File: src/rtl/axis_noise_generator_pkg.sv
// Shared constants and helpers for the additive-noise injector.
// Both noise lanes and the top import this package.
package axis_noise_generator_pkg;

  localparam int LANE_W  = 32;
  localparam int SHIFT_W = 5;
  localparam int NOISE_W = 10;
  localparam int SCALE_W = NOISE_W + (1 << SHIFT_W);
  localparam int SUM_W   = SCALE_W + 1;

  localparam logic [LANE_W-1:0] LFSR_POLY      = 32'h8020_0003;
  localparam logic [LANE_W-1:0] SEED_I_DEFAULT = 32'hACE1_2468;
  localparam logic [LANE_W-1:0] SEED_Q_DEFAULT = 32'h1357_9BDF;

  typedef logic [LANE_W-1:0] lane_t;

  // Galois form of x^32+x^22+x^2+x+1, shifting right.
  function automatic lane_t lfsr_step(input lane_t r);
    lane_t nxt;
    nxt = r >> 1;
    if (r[0]) nxt = nxt ^ LFSR_POLY;
    return nxt;
  endfunction

  // Sum of four sign-extended bytes; central-limit approximation of a Gaussian.
  function automatic logic [NOISE_W-1:0] byte_sum(input lane_t r);
    logic [NOISE_W-1:0] acc;
    acc = '0;
    for (int b = 0; b < 4; b++) begin
      acc = acc + {{(NOISE_W-8){r[8*b+7]}}, r[8*b +: 8]};
    end
    return acc;
  endfunction

endpackage

File: src/rtl/axis_noise_generator_noise_lane.sv
// One noise lane: LFSR, byte-sum noise, programmable shift and saturating add.
// The result is combinational; the top registers it.
module axis_noise_generator_noise_lane
  import axis_noise_generator_pkg::*;
#(
  parameter logic [LANE_W-1:0] SEED = SEED_I_DEFAULT
) (
  input  logic               clk,
  input  logic               reset,
  input  logic               advance,
  input  logic [SHIFT_W-1:0] shift,
  input  logic [LANE_W-1:0]  sample,
  output logic [LANE_W-1:0]  result
);

  lane_t               state;
  logic [NOISE_W-1:0]  noise;
  logic signed [SCALE_W-1:0] noise_ext;
  logic signed [SCALE_W-1:0] scaled;
  logic [SUM_W-1:0]    total;
  logic                pos_ovf;
  logic                neg_ovf;

  always_ff @(posedge clk) begin
    if (reset) begin
      state <= SEED;
    end else if (advance) begin
      state <= lfsr_step(state);
    end
  end

  // Noise uses the state before this beat's advance.
  assign noise     = byte_sum(state);
  assign noise_ext = {{(SCALE_W-NOISE_W){noise[NOISE_W-1]}}, noise};
  assign scaled    = noise_ext <<< shift;
  assign total     = {scaled[SCALE_W-1], scaled}
                   + {{(SUM_W-LANE_W){sample[LANE_W-1]}}, sample};

  assign pos_ovf = !total[SUM_W-1] && (|total[SUM_W-2:LANE_W-1]);
  assign neg_ovf =  total[SUM_W-1] && !(&total[SUM_W-2:LANE_W-1]);

  always_comb begin
    result = total[LANE_W-1:0];
    if (pos_ovf) result = {1'b0, {(LANE_W-1){1'b1}}};
    else if (neg_ovf) result = {1'b1, {(LANE_W-1){1'b0}}};
  end

endmodule

File: src/rtl/axis_noise_generator.sv
// AXI4-Stream additive-noise injector: adds scaled pseudo-Gaussian noise to
// the I and Q lanes of each beat through a single output register stage.
module axis_noise_generator
  import axis_noise_generator_pkg::*;
#(
  parameter logic [LANE_W-1:0] SEED_I = SEED_I_DEFAULT,
  parameter logic [LANE_W-1:0] SEED_Q = SEED_Q_DEFAULT
) (
  input  logic        m00_axis_aclk_0,
  input  logic        m00_axis_areset_0,
  input  logic [31:0] scale_factor_0,
  input  logic [63:0] S00_AXIS_0_tdata,
  input  logic        S00_AXIS_0_tvalid,
  output logic        S00_AXIS_0_tready,
  input  logic        S00_AXIS_0_tlast,
  input  logic [7:0]  S00_AXIS_0_tstrb,
  output logic [63:0] M00_AXIS_0_tdata,
  output logic        M00_AXIS_0_tvalid,
  input  logic        M00_AXIS_0_tready,
  output logic        M00_AXIS_0_tlast,
  output logic [7:0]  M00_AXIS_0_tstrb
);

  logic        accept;
  lane_t       noisy_i;
  lane_t       noisy_q;
  logic        unused_bits;

  assign unused_bits = ^{scale_factor_0[31:SHIFT_W], S00_AXIS_0_tstrb};

  // Reset gating keeps the source stalled while the pipeline is being cleared.
  assign S00_AXIS_0_tready = !m00_axis_areset_0
                           && (!M00_AXIS_0_tvalid || M00_AXIS_0_tready);
  assign accept            = S00_AXIS_0_tvalid && S00_AXIS_0_tready;
  assign M00_AXIS_0_tstrb  = 8'hFF;

  axis_noise_generator_noise_lane #(.SEED(SEED_I)) lane_i (
    .clk     (m00_axis_aclk_0),
    .reset   (m00_axis_areset_0),
    .advance (accept),
    .shift   (scale_factor_0[SHIFT_W-1:0]),
    .sample  (S00_AXIS_0_tdata[31:0]),
    .result  (noisy_i)
  );

  axis_noise_generator_noise_lane #(.SEED(SEED_Q)) lane_q (
    .clk     (m00_axis_aclk_0),
    .reset   (m00_axis_areset_0),
    .advance (accept),
    .shift   (scale_factor_0[SHIFT_W-1:0]),
    .sample  (S00_AXIS_0_tdata[63:32]),
    .result  (noisy_q)
  );

  always_ff @(posedge m00_axis_aclk_0) begin
    if (m00_axis_areset_0) begin
      M00_AXIS_0_tvalid <= 1'b0;
      M00_AXIS_0_tdata  <= '0;
      M00_AXIS_0_tlast  <= 1'b0;
    end else if (accept) begin
      M00_AXIS_0_tvalid <= 1'b1;
      M00_AXIS_0_tdata  <= {noisy_q, noisy_i};
      M00_AXIS_0_tlast  <= S00_AXIS_0_tlast;
    end else if (M00_AXIS_0_tready) begin
      M00_AXIS_0_tvalid <= 1'b0;
    end
  end

endmodule

File: config.mk
export PLATFORM = sky130hd
export DESIGN_NAME = axis_noise_generator
export DESIGN_NICKNAME = d
export VERILOG_FILES = /design/src/rtl/axis_noise_generator_pkg.sv /design/src/rtl/axis_noise_generator_noise_lane.sv /design/src/rtl/axis_noise_generator.sv
export SDC_FILE = /design/constraint.sdc
export NUM_CORES = 1
export LEC_CHECK = 0
export ABC_CLOCK_PERIOD_IN_PS = 19600
export CORE_MARGIN = 2
export CORE_UTILIZATION = 34
export DETAILED_ROUTE_END_ITERATION = 12
export PLACE_DENSITY = 0.57
export SKIP_LAST_GASP = 1
export SLEW_MARGIN = 20
export SYNTH_ARGS = -nofsm -noshare
export SYNTH_HDL_FRONTEND = slang
export SYNTH_SLANG_ARGS = --single-unit
File: constraint.sdc
create_clock -name m00_axis_aclk_0 -period 19.6 [get_ports m00_axis_aclk_0]
set_input_delay 2.94 -clock m00_axis_aclk_0 [delete_from_list [all_inputs] [get_ports m00_axis_aclk_0]]
set_output_delay 2.94 -clock m00_axis_aclk_0 [all_outputs]
set_load 0.05 [all_outputs]
* Word level (Yosys, flattened, before mapping)
Cells that the tools add are included.
** Storage, ports and cells
- Flip-flop bits (word level) :: 130
- Output and inout port bits :: 75
- Word-level logic and storage cells :: 43
** Cells by class
- Add/sub/neg operators :: 8
- Shift-type cells :: 2
- Mux-type cells :: 8
- Bitwise gates (word level) :: 2
- Reductions and logical operators :: 18
** Operator list (count)
- two-way mux 32 bit :: 6
- adder 42 x 32 -> 43 bit :: 2
- <<< shifter 10 x 5 -> 42 bit :: 2
- adder 10 bit :: 4
- AND reduction 11 bit :: 2
- OR reduction 11 bit :: 2
- adder 8 x 8 -> 9 bit :: 2
- inverter 3 -> 4 bit :: 2
- logical AND 1 bit :: 6
- zero test 1 bit :: 6
- two-way mux 1 bit :: 2
- nonzero test 2 bit :: 1
- logical OR 1 bit :: 1

* Depth between registers and ports, before layout
Gate-level depths: netlist of the first run.
- Depth in word-level cells :: 10
- Mapped depth :: 36
- Gate-level depth less buffers :: 33

* Modules after synthesis
From an unflattened synthesis of the first run, not the netlist that was laid out.
** Second synthesis, totals
- Cells, all modules :: 1886
- Area total of the unflattened synthesis :: 14765.4 um2
** Modules (own cells, without submodules)
- axis_noise_generator_noise_lane (lane_i) :: times used 1, cells an instance 818, area each 6167.2 um2, seq. area each 640.6 um2
- axis_noise_generator_noise_lane (lane_q) :: times used 1, cells an instance 771, area each 5551.6 um2, seq. area each 640.6 um2
- axis_noise_generator :: times used 1, cells an instance 297, area each 3046.7 um2, seq. area each 1321.3 um2

* Least setup slack after synthesis of the first run
OpenSTA, ideal clock, no wires.
- Path type :: in2reg
- From :: input scale_factor_0[0]
- To :: register M00_AXIS_0_tdata[43]
- Library setup time :: 0.117 ns
- Data arrival time :: 7.410 ns
- Data required time :: 19.483 ns
- Setup slack :: 12.073 ns
- Cell stages on the path :: 23
- Cells stage by stage :: inv_1 -> clkbuf_1 -> mux2_2 -> or2_2 -> o31ai_1 -> a22oi_1 -> o21ai_0 -> a2bb2oi_1 -> a21oi_1 -> ha_1 -> buf_6 -> a21o_1 -> o21bai_1 -> a221o_1 -> a221o_1 -> a31oi_2 -> xnor2_1 -> or3_1 -> or4_1 -> nor4_1 -> a31o_2 -> buf_6 -> a21oi_1
** On the way
- Cells in the longest elaborated chain, start to end :: 7
- Elaborated cells on any way between the ends :: 10
- Classes of those cells :: add/sub (1); shift (1); mux (2); reduce/logical (6)
** Ends and longest elaborated chain
- start, declared :: RTL line axis_noise_generator.sv:11 : input logic [31:0] scale_factor_0,
- <<< shifter 10 x 5 -> 42 bit * :: RTL line axis_noise_generator_noise_lane.sv:35 : assign scaled = noise_ext <<< shift;
- adder 42 x 32 -> 43 bit * :: RTL line axis_noise_generator_noise_lane.sv:37 : + {{(SUM_W-LANE_W){sample[LANE_W-1]}}, sample};
- AND reduction 11 bit :: RTL line axis_noise_generator_noise_lane.sv:40 : assign neg_ovf = total[SUM_W-1] && !(&total[SUM_W-2:LANE_W-1]);
- zero test 1 bit :: RTL line axis_noise_generator_noise_lane.sv:40
- logical AND 1 bit :: RTL line axis_noise_generator_noise_lane.sv:40
- two-way mux 32 bit :: RTL line axis_noise_generator_noise_lane.sv:45 : else if (neg_ovf) result = {1'b1, {(LANE_W-1){1'b0}}};
- two-way mux 32 bit * :: RTL line axis_noise_generator_noise_lane.sv:44 : if (pos_ovf) result = {1'b0, {(LANE_W-1){1'b1}}};
- end signal, assigned :: RTL line axis_noise_generator.sv:62 : M00_AXIS_0_tdata <= {noisy_q, noisy_i};
- end, declared :: RTL line axis_noise_generator.sv:17 : output logic [63:0] M00_AXIS_0_tdata,
Mark *: on every way between the ends. The rest lies on a longest branch, timed or not.
A chain may end at the register's enable or synchronous reset.

* Worst setup path after layout of the first run
- From :: input scale_factor_0[1]
- To :: register M00_AXIS_0_tdata[3]
The elaborated chain is that of the path after synthesis.

==> impl_metrics.env, run 1 <==
export IMPL_run_status="finished clean"
export IMPL_drtPass1Iterations=5
export IMPL_critical_path_n_buffers_inverters=3
export IMPL_worst_hold_startpoint="lane_i.state[11]"
export IMPL_syn_inst=1857
export IMPL_antenna_diode_count=0
export IMPL_detailedPlacementHpwl_mm=31.9
export IMPL_track_usage=0.199
export IMPL_count_of_flip_flops_with_a_built_in_enable_after_synthesis=0
export IMPL_netlist_area_sq_um=13200
export IMPL_combinational_family_with_the_most_area_after_synthesis="compound AO/OA/AOI/OAI gates"
export IMPL_synthMuxAreaShare=0.0210
export IMPL_cts_sink_count=130
export IMPL_worst_setup_path_startpoint="scale_factor_0[1]"
export IMPL_reg2reg_to="M00_AXIS_0_tdata[2]"
export IMPL_maxCapViolCount=0
export IMPL_post_layout_utilization_of_the_core=0.403
export IMPL_worstSetupEndpointType="flop"
export IMPL_grt_start_max_net_pins=74
export IMPL_clock_skew_ns=0.0120
export IMPL_drc_errors=0
export IMPL_cts_inserted_buffers=17
export IMPL_finalCriticalPeriod_ns=9.33
export IMPL_cts_root_buf="sky130_fd_sc_hd__clkbuf_16"
export IMPL_die_x_um=201
export IMPL_postRouteAntennaNets=0
export IMPL_vdd_ir_drop_worst_mv=0.0782
export IMPL_cts_hold_repair_buffers=0
export IMPL_synth_xor_area_share=0.0658
export IMPL_design_portCount=184
export IMPL_final_nets=2178
export IMPL_vias_in_the_first_global_route=12400
export IMPL_via_per_inst=5.41
export IMPL_cellPowerDensity_nw_per_um2=193
export IMPL_report_power_total_uw=2980
export IMPL_num_rows=72
export IMPL_path_common_cell="sky130_fd_sc_hd__a21oi_1"
export IMPL_share_of_the_clock_period_used_by_the_worst_path=0.476
export IMPL_post_cts_setup_buffer_count=0
export IMPL_grt_first_pass_wirelength_mm=65.6
export IMPL_synth_seq_area_share=0.197
export IMPL_worstRegToRegCells=34
export IMPL_worstMarginPinSlew_ns=1.07
export IMPL_dp_worst_setup_slack_ns=9.84
export IMPL_path_depth=22
export IMPL_synth_simple_area_share=0.191
export IMPL_r2r_slack_ns=10.68
export IMPL_yosys_warnings=0
export IMPL_synth_async_reset_ratio=0
export IMPL_list_of_cells_traversed_by_the_critical_path="clkdlybuf4s50_1 > inv_1 > nand2_1 > nor2_1 > a21boi_0 > o311ai_0 > mux2i_1 > a21oi_1 > o22ai_1 > ha_1 > a21oi_2 > o21ai_0 > a221o_1 > a221o_1 > a41oi_1 > o21ai_1 > a21oi_1 > xor2_1 > a21oi_1 > o31ai_4 > buf_4 > a21oi_1"
export IMPL_dr_total_vias=13300
export IMPL_crit_fanout=31
export IMPL_report_final_slew_viol_count=0
export IMPL_clk_path_buf_depth=2
export IMPL_complex_gate_fraction_of_the_synthesized_area=0.298
export IMPL_die_area_sq_um=40400
export IMPL_starting_utilization_of_the_core_area=0.343
export IMPL_drive_above_1_share=0.0398
export IMPL_synth_distinct_cells=73
export IMPL_ys_ff_latch=130
export IMPL_insertion_delay_ns=0.45
export IMPL_cts_resized=0
export IMPL_number_of_antenna_violations_at_the_first_check_in_global_routing=4
export IMPL_total_leakage_power_uw=0.00660
export IMPL_layout_cells_most_common="sky130_fd_sc_hd__a21oi_1"
export IMPL_synth_fa_ha_area_frac=0.154
export IMPL_fin_ws_ns=10.27
export IMPL_clkSlewWorstSetupHoldPaths_ns=0.07
export IMPL_critical_setup_path_class="primary input to flop"
export IMPL_cp_arrival_ns=9.65
export IMPL_finalWirelength_mm=41.1
export IMPL_cpLargestDelayFamily="compound AO/OA/AOI/OAI gates"
export IMPL_core_sq_um=38500
export IMPL_crit_end="M00_AXIS_0_tdata[3]"
export IMPL_rsz_0062_raised_after_global_routing="false"
export IMPL_ctsHtreeMaxLevel=4
export IMPL_fillCellCount=4107
export IMPL_cts_tree="built"
export IMPL_overflow=0
export IMPL_worstPathRequired_ns=19.91
export IMPL_slew_headroom=0.286
export IMPL_number_of_endpoints_failing_setup_at_the_final_stage=0
export IMPL_mostFrequentLayoutCells="sky130_fd_sc_hd__a21oi_1 (271), sky130_fd_sc_hd__nand2_1 (249), sky130_fd_sc_hd__o21ai_0 (143)"
export IMPL_cpPeakStageDelay_ns=1.18
export IMPL_synth_top_flop_cell="sky130_fd_sc_hd__dfxtp_1"
export IMPL_drtIter0Drc=967
export IMPL_avgRoutedWirePerCell_um=16.8
export IMPL_hold_class="flop to flop"
export IMPL_io_buffer_count=140
export IMPL_timing_rr_start="lane_i.state[0]"
export IMPL_areaGrowthSynthToFinish_pct=17.5
export IMPL_totalNegativeSetupSlack_ns=0
export IMPL_die_height_um=201
export IMPL_gp_congestion=0.902
export IMPL_timing_hold_violations_final=0
export IMPL_crit_path_top_delay_cell="sky130_fd_sc_hd__clkdlybuf4s50_1"
export IMPL_synthesis_area_per_instance_sq_um=7.10
export IMPL_max_freq_ghz=0.107
export IMPL_type_of_element_launching_the_critical_path="primary input"
==> cell families after synthesis <==
group	Yosys count
buffers and inverters	235
adders and majority gates	148
other	1
xor gates and xnor gates	99
and+or+nand+nor	567
DFF	130
muxes	24
AOI/OAI and AO/OA	653
==> registers in the layout, indices dropped and copies added, names as in the netlist <==
name	cells
M00_AXIS_0_tdata	64
M00_AXIS_0_tlast	1
M00_AXIS_0_tvalid	1
lane_i.state	32
lane_q.state	32
==> power breakdown <==
group | switching [uW] | internal [uW]
logic | 1450 | 829
clock network | 138 | 216
registers | 30.6 | 319
==> tightest hold or removal path, cell delays in order (launching register included) <==
cell and delay, ns:
sky130_fd_sc_hd__dfxtp_1 0.32, sky130_fd_sc_hd__nand2_1 0.06, sky130_fd_sc_hd__nand2_1 0.04
==> worst min-delay path by stage <==
stage	end	slack [ns]	depth (start not counted)
5_1_grt	M00_AXIS_0_tdata[31]	0.47	2
2_1_floorplan	lane_i.state[17]	0.43	2
3_5_place_dp	lane_q.state[26]	0.44	2
3_3_place_gp	lane_i.state[30]	0.43	2
4_1_cts	lane_i.state[10]	0.46	2
6_report	lane_i.state[10]	0.45	2
==> area by class of cell <==
cell class                 instances  area (sq um)  share of cell area
multi-input combinational       1499          9680               0.625
sequential                       130          2600               0.168
timing repair buffer             147          1440              0.0932
tap                              518           648              0.0418
inverter                         126           473              0.0305
clock buffer                      17           425              0.0275
clock inverter                    15           218              0.0141
==> per-stage QoR <==
stage | std cells | instance area [sq um] | hold WS (ns)
after global routing | 2452 | 15500 | 0.475
after CTS | 2452 | 15500 | 0.456
after floorplan | 1864 | 13200 | 0.425
after detailed placement | 2420 | 14900 | 0.442
final | 2452 | 15500 | 0.452
after global placement | 2420 | 14900 | 0.434
==> synthesized netlist by cell type (32+ instances only) <==
cell type	n	area (sq um)
sky130_fd_sc_hd__ha_1	124	1550
sky130_fd_sc_hd__xnor2_1	60	526
sky130_fd_sc_hd__inv_1	123	462
sky130_fd_sc_hd__a21oi_1	271	1360
sky130_fd_sc_hd__dfxtp_1	130	2600
sky130_fd_sc_hd__o21ai_0	143	716
sky130_fd_sc_hd__nand3_1	42	210
sky130_fd_sc_hd__clkbuf_1	84	315
sky130_fd_sc_hd__nor2_1	133	499
sky130_fd_sc_hd__xor2_1	39	342
sky130_fd_sc_hd__nor3_1	32	160
sky130_fd_sc_hd__a21o_1	32	240
sky130_fd_sc_hd__nand2_1	250	938
==> layer usage <==
layer  part of all wire  vias to the layer above  track usage
li1                   -                     6699            -
met1               0.50                     6157        0.284
met2               0.43                      342        0.303
met3              0.050                       57       0.0330
met4              0.021                        8       0.0653
met5             0.0010                        -            0
Note: power is estimated with default switching activity, not from simulation.
==> run 2, diff against run 1 <==
Settings changed: ABC_CLOCK_PERIOD_IN_PS 19600 to 8400, PLACE_DENSITY 0.57 to 0.59.
Clock period 19.6 ns to 8.4 ns, I/O delays scaled along.
==> impl_metrics.env, run 2 (synthesis gave the netlist of run 1 again) <==
export IMPL_run_status="finished clean"
export IMPL_multiInputGateArea_sq_um=9730
export IMPL_drive_above_1_share=0.0542
export IMPL_met2_usage=0.299
export IMPL_die_x_um=201
export IMPL_report_power_total_uw=7170
export IMPL_largest_register_ff_count=64
export IMPL_die_area_sq_um=40400
export IMPL_insertion_delay_ns=0.45
export IMPL_areaGrowthSynthToFinish_pct=19.4
export IMPL_layout_area_seq_sq_um=2600
export IMPL_core_sq_um=38500
export IMPL_avgRoutedWirePerCell_um=16.6
export IMPL_drtIter0Drc=1044
export IMPL_cts_tree="built"
export IMPL_design_portCount=184
export IMPL_worst_hold_startpoint="lane_i.state[31]"
export IMPL_fillCellCount=4018
export IMPL_grt_start_max_net_pins=74
export IMPL_drtPass1Iterations=6
export IMPL_dr_total_vias=13200
export IMPL_slew_headroom=0.435
export IMPL_post_cts_setup_buffer_count=0
export IMPL_layout_cells_most_common="sky130_fd_sc_hd__a21oi_1"
export IMPL_ctsHtreeMaxLevel=4
export IMPL_clock_skew_ns=0.0153
export IMPL_vias_in_the_first_global_route=12300
export IMPL_total_leakage_power_uw=0.00674
export IMPL_totalNegativeSetupSlack_ns=0
export IMPL_timing_hold_violations_final=0
export IMPL_worstMarginPinSlew_ns=0.847
export IMPL_postPlaceCellArea_sq_um=15100
export IMPL_grt_busiest_layer="met2"
export IMPL_mostFrequentLayoutCells="sky130_fd_sc_hd__a21oi_1 (270), sky130_fd_sc_hd__nand2_1 (249), sky130_fd_sc_hd__o21ai_0 (140)"
export IMPL_hold_class="flop to flop"
export IMPL_layout_top_registers="M00_AXIS_0_tdata (64), lane_i.state (32), lane_q.state (32)"
export IMPL_path_common_cell="sky130_fd_sc_hd__inv_1"
export IMPL_type_of_element_launching_the_critical_path="flop"
export IMPL_hold_path_end="lane_i.state[30]"
export IMPL_share_of_the_clock_period_used_by_the_worst_path=0.934
export IMPL_finalCriticalPeriod_ns=7.84
export IMPL_reg2reg_to="M00_AXIS_0_tdata[60]"
export IMPL_drc_errors=0
export IMPL_share_seq_of_total_power=0.114
export IMPL_vdd_ir_drop_worst_mv=0.266
export IMPL_total_switching_power_uw=3810
export IMPL_die_height_um=201
export IMPL_hold_path_cell_count=2
export IMPL_final_nets=2199
export IMPL_largest_register="M00_AXIS_0_tdata"
export IMPL_p_int_uw=3360
export IMPL_report_final_slew_viol_count=0
export IMPL_cts_inserted_buffers=17
export IMPL_use_met1=0.287
export IMPL_fraction_of_met3_tracks_used_by_global_routing=0.0320
export IMPL_antenna_diode_count=0
export IMPL_overflow=0
export IMPL_cts_sink_count=130
export IMPL_starting_utilization_of_the_core_area=0.343
export IMPL_grt_first_pass_wirelength_mm=65.2
export IMPL_cpPeakStageDelay_ns=0.51
export IMPL_finalWirelength_mm=40.9
export IMPL_rsz_0062_raised_after_global_routing="false"
export IMPL_cts_root_buf="sky130_fd_sc_hd__clkbuf_16"
export IMPL_cp_arrival_ns=8.17
export IMPL_finish_cell_count_without_fillers=2473
export IMPL_crit_fanout=31
export IMPL_worstPathRequired_ns=8.72
export IMPL_number_of_antenna_violations_at_the_first_check_in_global_routing=2
export IMPL_track_usage=0.198
export IMPL_gp_congestion=0.922
export IMPL_detailedPlacementHpwl_mm=31.9
export IMPL_worstRegToRegCells=33
export IMPL_comb_power_share=0.770
export IMPL_clk_path_buf_depth=2
export IMPL_power_share_switching=0.532
export IMPL_post_route_cell_area_sq_um=15700
export IMPL_timing_rr_start="lane_q.state[0]"
export IMPL_placed_cells=2441
export IMPL_crit_path_top_delay_cell="sky130_fd_sc_hd__fa_1"
export IMPL_num_rows=72
export IMPL_maxCapViolCount=0
export IMPL_postRouteAntennaNets=0
export IMPL_critical_setup_path_class="flop to flop"
export IMPL_worstSetupEndpointType="flop"
export IMPL_r2r_slack_ns=0.56
export IMPL_via_per_inst=5.34
export IMPL_cellPowerDensity_nw_per_um2=456
export IMPL_max_freq_ghz=0.127
export IMPL_clkSlewWorstSetupHoldPaths_ns=0.07
export IMPL_io_buffer_count=140
export IMPL_number_of_endpoints_failing_setup_at_the_final_stage=0
export IMPL_power_share_clock=0.117
[run 2: cell types whose count changed in the layout (fill, tap and decap cells not counted), moves of 2 or more]
cell / before / now
sky130_fd_sc_hd__clkinv_2: 0 / 2
sky130_fd_sc_hd__nor3b_2: 0 / 2
sky130_fd_sc_hd__clkinv_4: 1 / 3
sky130_fd_sc_hd__buf_12: 0 / 4
sky130_fd_sc_hd__nor3b_1: 8 / 6
sky130_fd_sc_hd__a21boi_0: 6 / 4
sky130_fd_sc_hd__inv_6: 5 / 3
sky130_fd_sc_hd__o21ai_0: 143 / 140
sky130_fd_sc_hd__clkinvlp_4: 3 / 1
sky130_fd_sc_hd__o21ai_1: 3 / 6
sky130_fd_sc_hd__buf_4: 7 / 24
[run 2: worst max-delay path, delay by kind of cell, from the launching register on]
kind	cells	cell delay [ns]
compound gates	15	3.15
simple gates	5	1.16
xor+xnor	2	0.27
buf+inv	5	0.56
fa+ha+maj	6	2.14
flops	1	0.41
[run 2: power by group through the flow]
stage / clock network (uW) / registers, uW / logic, uW
2_1_floorplan: 0 / 1160 / 3610
3_3_place_gp: 0 / 827 / 5380
3_5_place_dp: 0 / 830 / 5410
4_1_cts: 856 / 817 / 5450
5_1_grt: 874 / 831 / 6070
6_report: 837 / 815 / 5520
[run 2: worst max-delay path by stage]
stage / end / cells past startpoint / from / slack [ns]
2_1_floorplan: M00_AXIS_0_tdata[10] / 34 / lane_i.state[0] / 1.33
3_3_place_gp: M00_AXIS_0_tdata[57] / 33 / lane_q.state[0] / 0.38
3_5_place_dp: M00_AXIS_0_tdata[46] / 33 / lane_q.state[0] / 0.26
4_1_cts: M00_AXIS_0_tdata[46] / 33 / lane_q.state[0] / 0.21
5_1_grt: M00_AXIS_0_tdata[2] / 35 / lane_i.state[8] / 0.02
6_report: M00_AXIS_0_tdata[60] / 33 / lane_q.state[0] / 0.56
[run 2: per-layer routing]
metal  part of all wire  vias up
li1                   -     6738
met1               0.50     6110
met2               0.43      318
met3              0.049       48
met4              0.024        4
met5            0.00044        -
[run 2: what timing repair did]
item	4_1_cts	5_1_grt
endpoints found under the setup margin	0	62
hold buffers	0	0
gates resized for setup	0	14
[run 2: metrics by stage]
| step | hold WS (ns) | worst slack, ns | utilization |
|---|---|---|---|
| detailed placement | 0.440 | 0.259 | 0.391 |
| finish | 0.455 | 0.556 | 0.409 |
| CTS | 0.460 | 0.213 | 0.408 |
| global route | 0.474 | 0.0159 | 0.409 |
| floorplan | 0.425 | 1.33 | - |
| global placement | 0.434 | 0.377 | 0.391 |
[run 2: area by class of cell]
class                   instances  area share
well taps                     518      0.0412
repair buffers                168       0.105
multi-input cells            1499       0.618
inverters                     126      0.0300
flip-flops and latches        130       0.165
clock inverters                14      0.0128
clock buffers                  18      0.0279
